==> src/rtl/seg7_pkg.sv <==
// Shared types and constants for the 4-digit 7-segment scan driver.
// Segment codes are active-low {g,f,e,d,c,b,a}; anode codes are active-low.
package seg7_pkg;

  typedef logic [1:0] digit_idx_t;

  localparam logic [6:0] SEG_OFF = 7'h7F;
  localparam logic [3:0] AN_OFF  = 4'hF;

  // Codes 10..15 are not BCD and render dark rather than as hex glyphs.
  localparam logic [6:0] SEG_LUT [16] = '{
    7'h40, 7'h79, 7'h24, 7'h30, 7'h19, 7'h12, 7'h02, 7'h78,
    7'h00, 7'h10, 7'h7F, 7'h7F, 7'h7F, 7'h7F, 7'h7F, 7'h7F
  };

  function automatic logic [3:0] an_sel(input digit_idx_t idx);
    return ~(4'b0001 << idx);
  endfunction

endpackage

==> src/rtl/bcd_to_seg7.sv <==
// Combinational BCD digit to active-low 7-segment code, zero latency.
// Pure lookup with no flow control.
module bcd_to_seg7 (
  input  logic [3:0] bcd,
  output logic [6:0] seg
);
  import seg7_pkg::*;

  assign seg = SEG_LUT[bcd];

endmodule

==> src/rtl/seg7_scan_driver.sv <==
// Time-multiplexed common-anode 4-digit driver with per-slot blanking and frame-latched digits.
// Outputs registered (one cycle behind the scan counters); no backpressure. SEG7_LZB_EN darkens a leading hour zero.
module seg7_scan_driver #(
  parameter int CLK_HZ    = 100_000_000,
  parameter int SCAN_HZ   = 1000,
  parameter int BLANK_CYC = 16
) (
  input  logic       clk,
  input  logic       rstn,
  input  logic [3:0] hourdec_now,
  input  logic [3:0] hourone_now,
  input  logic [3:0] mindec_now,
  input  logic [3:0] minone_now,
  output logic [6:0] seg,
  output logic       dp,
  output logic [3:0] an,
  output logic       frame_done
);
  import seg7_pkg::*;

  localparam int DIV = CLK_HZ / SCAN_HZ;
  localparam int PW  = (DIV > 1) ? $clog2(DIV) : 1;
  localparam logic [PW-1:0] P_LAST  = PW'(DIV - 1);
  localparam logic [PW-1:0] P_BLANK = PW'(BLANK_CYC);

  if (DIV < BLANK_CYC + 2) begin : g_cfg_check
    $error("seg7_scan_driver: CLK_HZ/SCAN_HZ must be at least BLANK_CYC+2");
  end

  logic [PW-1:0] pcnt;
  digit_idx_t    idx;
  logic [3:0]    shadow [4];
  logic          tick;
  logic          wrap;
  logic          lit;
  logic          lzb_dark;
  logic [3:0]    cur_digit;
  logic [6:0]    cur_seg;
  logic [6:0]    seg_d;
  logic [3:0]    an_d;
  logic          dp_d;

  assign tick = (pcnt == P_LAST);
  assign wrap = tick && (idx == 2'd3);
  assign lit  = (pcnt >= P_BLANK);

  always_ff @(posedge clk or negedge rstn) begin
    if (!rstn) begin
      pcnt <= '0;
      idx  <= '0;
    end else begin
      pcnt <= tick ? '0 : pcnt + PW'(1);
      if (tick) idx <= idx + 2'd1;
    end
  end

  // Inputs are latched only at the frame wrap so one frame never mixes two times.
  always_ff @(posedge clk or negedge rstn) begin
    if (!rstn) begin
      for (int i = 0; i < 4; i++) shadow[i] <= '0;
    end else if (wrap) begin
      shadow[0] <= minone_now;
      shadow[1] <= mindec_now;
      shadow[2] <= hourone_now;
      shadow[3] <= hourdec_now;
    end
  end

  assign cur_digit = shadow[idx];

  bcd_to_seg7 u_dec (
    .bcd (cur_digit),
    .seg (cur_seg)
  );

`ifdef SEG7_LZB_EN
  assign lzb_dark = (idx == 2'd3) && (shadow[3] == 4'd0);
`else
  assign lzb_dark = 1'b0;
`endif

  always_comb begin
    an_d  = AN_OFF;
    seg_d = SEG_OFF;
    dp_d  = 1'b1;
    if (lit && !lzb_dark) begin
      an_d  = an_sel(idx);
      seg_d = cur_seg;
      dp_d  = (idx != 2'd2);
    end
  end

  always_ff @(posedge clk or negedge rstn) begin
    if (!rstn) begin
      an         <= AN_OFF;
      seg        <= SEG_OFF;
      dp         <= 1'b1;
      frame_done <= 1'b0;
    end else begin
      an         <= an_d;
      seg        <= seg_d;
      dp         <= dp_d;
      frame_done <= wrap;
    end
  end

endmodule

==> config.mk <==
export PLATFORM = sky130hd
export DESIGN_NAME = seg7_scan_driver
export DESIGN_NICKNAME = d
export VERILOG_FILES = /design/src/rtl/seg7_pkg.sv /design/src/rtl/bcd_to_seg7.sv /design/src/rtl/seg7_scan_driver.sv
export SDC_FILE = /design/constraint.sdc
export NUM_CORES = 1
export LEC_CHECK = 0
export BUFFER_PORTS_ARGS = -buffer_cell sky130_fd_sc_hd__buf_2
export CAP_MARGIN = 20
export CORE_MARGIN = 2
export CORE_UTILIZATION = 25
export DETAILED_ROUTE_END_ITERATION = 6
export GPL_ROUTABILITY_DRIVEN = 0
export PLACE_DENSITY = 0.46
export SLEW_MARGIN = 15
export SYNTH_ARGS = -nofsm -noshare
export SYNTH_HDL_FRONTEND = slang
export SYNTH_SLANG_ARGS = --single-unit
==> constraint.sdc <==
create_clock -name clk -period 2.3 [get_ports clk]
set_input_delay 0.46 -clock clk [delete_from_list [all_inputs] [get_ports clk]]
set_output_delay 0.46 -clock clk [all_outputs]
set_load 0.005 [all_outputs]
### Word level (Yosys, flattened, before mapping)

Memory sizes are Yosys's and may differ from the RTL's.
Index checks and enable logic that the tools add are counted.

| word-level totals | value |
|---|---|
| bits in registers | 48 |
| ROM bits | 112 |
| bits of input ports | 18 |
| output and inout bits | 13 |
| memories kept | 1 |

| cells by class | value |
|---|---|
| add/sub/neg operators | 2 |
| order comparisons | 3 |
| equality and inequality tests | 3 |
| shift operators | 1 |
| muxes and demuxes | 9 |
| bitwise logic cells | 3 |
| reductions and logical operators | 1 |

Memory list:

| memory | depth | bits a word | rd ports | clocked after memory_dff | wr ports | line | text |
|---|---|---|---|---|---|---|---|
| (name not given) | 16 | 7 | 1 | 0 | 0 | bcd_to_seg7.sv:9 | `assign seg = SEG_LUT[bcd];` |

Operators with widths:

| kind | number |
|---|---|
| $mux W7 | 3 |
| $add A17 B1 Y17 const B | 1 |
| $eq A17 B17 Y1 const B | 1 |
| $ge A17 B5 Y1 const B | 1 |
| $mux W17 | 1 |
| $mux W4 | 3 |
| $bmux W4 S2 | 1 |
| $ge A5 B5 Y1 const B | 1 |
| $not A4 Y5 | 1 |
| $not A4 Y4 | 1 |
| $shl A1 B2 Y4 const A | 1 |
| $ge A3 B3 Y1 const B | 1 |
| $not A2 Y3 | 1 |
| $add A2 B1 Y2 const B | 1 |
| $eq A2 B2 Y1 const B | 1 |
| $ne A2 B2 Y1 const B | 1 |
| $logic_and A1 B1 Y1 | 1 |
| $mux W1 | 1 |

### Logic depth before layout (Yosys ltp)

| depth | value |
|---|---|
| word-level depth | 9 |
| gate-level depth with buffers | 8 |

### Hierarchy

Synthesis repeated with hierarchy kept, for this count alone.

| second synthesis, totals | value |
|---|---|
| cell total of the unflattened synthesis | 190 |
| area, all modules | 2,311.0 um^2 |

By module, submodules not included:

| module | times used | cells an instance | area an instance (um^2) |
|---|---|---|---|
| seg7_scan_driver | 1 | 157 | 2,100.8 |
| bcd_to_seg7 | 1 | 33 | 210.2 |

### Worst setup path before layout

Ideal clock, no wire load.

| path | value |
|---|---|
| path type | reg-to-reg |
| start | register idx[0] |
| end | register seg[4] |
| setup time | 85 ps |
| data arrival time | 1,858 ps |
| data required time | 2,215 ps |
| slack | 357 ps |
| stages on the path, launching flop included | 9 |
| path buffers | 1 |
| clock period less this slack | 1,943 ps |
| cells stage by stage | dfrtp_1 > buf_6 > mux4_1 > inv_1 > ha_1 > inv_1 > mux2_4 > mux2i_1 > nand2_1 |

| on the way | value |
|---|---|
| longest elaborated chain between the ends | 9 |

Ends and longest elaborated chain:

| what | line | text |
|---|---|---|
| start: declaration | seg7_scan_driver.sv:31 | `digit_idx_t idx;` |
| start signal: assignment | seg7_scan_driver.sv:53 | `if (tick) idx <= idx + 2'd1;` |
| $not A2 Y3 (implied by the code) | seg7_scan_driver.sv:69 | `assign cur_digit = shadow[idx];` |
| $bmux W4 S2 | seg7_scan_driver.sv:69 |  |
| $mux W4 (implied by the code) (2 in a row) | seg7_scan_driver.sv:69 |  |
| $not A4 Y5 (implied by the code) | bcd_to_seg7.sv:9 |  |
| $mem_v2 Z16 W7 | - |  |
| $mux W7 (implied by the code) (2 in a row) | bcd_to_seg7.sv:9 |  |
| $mux W7 | seg7_scan_driver.sv:86 | `if (lit && !lzb_dark) begin` |
| named net seg_d[4] | seg7_scan_driver.sv:39 | `logic [6:0] seg_d;` |
| end signal: assignment | seg7_scan_driver.sv:101 | `seg <= seg_d;` |
| end: declaration | seg7_scan_driver.sv:14 | `output logic [6:0] seg,` |

The timed path passes the listed nets, and every way through them passes these cells. The select of a mux whose other input is x is not followed.
A chain may end at the register's enable or synchronous reset.

### Final worst setup path

Ends and elaborated chain as after synthesis.

==> flow_metrics.env <==
export IMPL_core_area_sq_um=9110
export IMPL_drv_slew=0
export IMPL_clkTransAtPathRegs_ns=0.09
export IMPL_critPathLaunchType="register"
export IMPL_ctsHoldBuffers=0
export IMPL_yosys_area_top_type="dfrtp_1"
export IMPL_dp_cells=319
export IMPL_drt_total_wl_um=4070
export IMPL_path_cells="mux4_1, inv_1, ha_1, inv_1, mux2_4, mux2i_1, nand2_1"
export IMPL_syn_inst=181
export IMPL_path_max_fanout=5
export IMPL_die_x_um=100
export IMPL_numCtsBuffers=5
export IMPL_routedWlPerCell_um=12.4
export IMPL_hpwlAfterDp_um=3080
export IMPL_num_antenna_cells=0
export IMPL_avgSynthCellArea_sq_um=12.7
export IMPL_yosysTopAreaCellShare_pct=39.1
export IMPL_whs_ns=0.128
export IMPL_vdd_drop_max_mv=0.272
export IMPL_worst_slew_pin_slew_ns=0.496
export IMPL_rsz0062_at_grt="false"
export IMPL_slowest_delay_ns=0.69
export IMPL_initial_core_util_pct=25.3
export IMPL_finalCritPeriodShare_pct=87.6
export IMPL_cpMaxStageDelayCell="mux4_1"
export IMPL_end_kind="register"
export IMPL_fin_cells=327
export IMPL_multi_input_area_sq_um=1030
export IMPL_drive_gt1_share_pct=35.2
export IMPL_syn_nets=210
export IMPL_avgViaCountPerCell=4.28
export IMPL_detail_route_drc_violations=0
export IMPL_postCtsSetupBuffers=0
export IMPL_dpl_cell_area_sq_um=2580
export IMPL_drv_cap=0
export IMPL_cp_arrival_ns=2.25
export IMPL_layout_setup_ws_ns=0.285
export IMPL_area_growth_pct=16.4
export IMPL_r2r_start="idx[0]"
export IMPL_cts_tree="yes"
export IMPL_clock_path_buffers=2
export IMPL_synth_seq_area_share_pct=51.6
export IMPL_required_ns=2.53
export IMPL_startpoint="idx[0]"
export IMPL_vias=1399
export IMPL_r2r_end="seg[4]"
export IMPL_layout_commonest_cell="dfrtp_1"
export IMPL_cts_root_buffer="clkbuf_8"
export IMPL_h_tree_depth=2
export IMPL_cts_resized=0
export IMPL_grt_max_degree=27
export IMPL_crit_end="seg[4]"
export IMPL_outcome="finished clean"
export IMPL_grtUsageTotal_pct=8.72
export IMPL_clk_latency_ns=0.30
export IMPL_path_class="reg -> reg"
export IMPL_numClockSinks=47
export IMPL_ff_latch_area_sq_um=1190
export IMPL_grt_pass1_vias=1389
export IMPL_die_area_sq_um=10000
export IMPL_drt_iter0_markers=27
export IMPL_fin_skew_ns=0.0109
export IMPL_leakagePower_nw=1.23
export IMPL_firstDrtPassIters=4
export IMPL_finalNetCount=244
export IMPL_antenna_found_initial=0
export IMPL_ys_warnings_count=0
export IMPL_finalHoldViolations=0
export IMPL_hp_class="in -> async"
export IMPL_ys_top_cells_by_area="dfrtp_1 39%, dfstp_2 13%, mux2_4 7.2%"
export IMPL_max_freq_mhz=496
export IMPL_mostFrequentLayoutCells="36 x dfrtp_1, 30 x buf_2, 13 x nand2_1"
export IMPL_netlist_area_sq_um=2310
export IMPL_cp_common_cell="inv_1"
export IMPL_synth_seq_cells=47
export IMPL_portBuffers=30
export IMPL_fillCellCount=944
export IMPL_final_area_sq_um=2680
export IMPL_num_rows=35
export IMPL_ys_async_sr_fraction_pct=100
export IMPL_setup_viol=0
export IMPL_tns_ns=0
export IMPL_synth_distinct_cells=34
export IMPL_postRouteAntennaNets=0
export IMPL_max_slew_margin_pct=66.9
export IMPL_reg2reg_depth=7
export IMPL_grt_overflow=0
export IMPL_place_ws_ns=0.280
export IMPL_grt_pass1_wl_um=6940
export IMPL_synth_edff_count=0
export IMPL_die_height_um=100
export IMPL_period_needed_ns=2.02
export IMPL_ios=31
export IMPL_r2r_slack_ns=0.28
export IMPL_synth_top_flop_cell="dfrtp_1"
export IMPL_power_density_nw_per_um2=584
[cell usage after synthesis, types with 5 or more instances]
cell	number
dfrtp_1	36
nand2_1	13
ha_1	11
xnor2_1	10
nor2_1	11
mux2i_1	5
inv_1	11
nand3_1	8
mux2_2	6
dfstp_2	11
mux2_4	11
[area by class of cell]
class | instances | share of cell area [%]
inverters | 11 | 1.54
clock buffers | 5 | 2.56
flip-flops and latches | 47 | 44.3
repair buffers | 32 | 6.62
clock inverters | 3 | 1.45
well taps | 111 | 5.17
multi-input cells | 118 | 38.3
[per-layer routing]
layer	global-route usage (%)	routed length (um)	up-vias
met3	2.30	173	7
met1	11.8	1980	677
met2	13.3	1840	21
li1	-	-	694
met5	0	0	-
met4	3.48	75	0
[flip-flops by register name, indices dropped and copies added, names as in the netlist]
register and count:
pcnt 17, shadow 16, seg 7, an 4, idx 2, frame_done 1
[power breakdown]
| group | switching, W | total (W) | internal (W) |
|---|---|---|---|
| logic | 0.0000493 | 0.000103 | 0.0000540 |
| registers | 0.00000984 | 0.000868 | 0.000858 |
| clock network | 0.000277 | 0.000596 | 0.000319 |
[critical path, delay by kind of cell (launching register included)]
| family | cells | cell delay (ns) |
|---|---|---|
| fa+ha+maj | 1 | 0.17 |
| buf+inv | 2 | 0.19 |
| flops | 1 | 0.45 |
| mux | 3 | 1.05 |
| simple gates | 1 | 0.08 |
[metrics by stage]
step           total power [W]  util [%]
3_5_place_dp          0.000991      28.3
5_1_grt                0.00164      29.5
6_report               0.00157      29.5
3_3_place_gp          0.000991      28.3
2_1_floorplan         0.000936         -
4_1_cts                0.00160      29.5
[cell families (layout without fill, tap and decap cells)]
group                      count (synthesis)  count (layout)  synth area share (%)
adders and majority gates                 11              11                  5.97
muxes                                     26              26                  16.7
xor gates and xnor gates                  14              14                  5.32
buffers and inverters                     16              51                  3.80
and+or+nand+nor                           56              56                  13.8
DFF                                       47              47                  51.6
AOI/OAI and AO/OA                         11              11                  2.88
[how the worst min path moves through the flow]
stage / cells past startpoint / slack [ns] / to
6_report: 1 / 0.13 / pcnt[15]
5_1_grt: 1 / 0.15 / pcnt[7]
4_1_cts: 1 / 0.13 / frame_done
3_5_place_dp: 1 / 0.46 / frame_done
3_3_place_gp: 1 / 0.47 / frame_done
2_1_floorplan: 0 / 0.16 / frame_done
(Power assumes the default switching activity.)
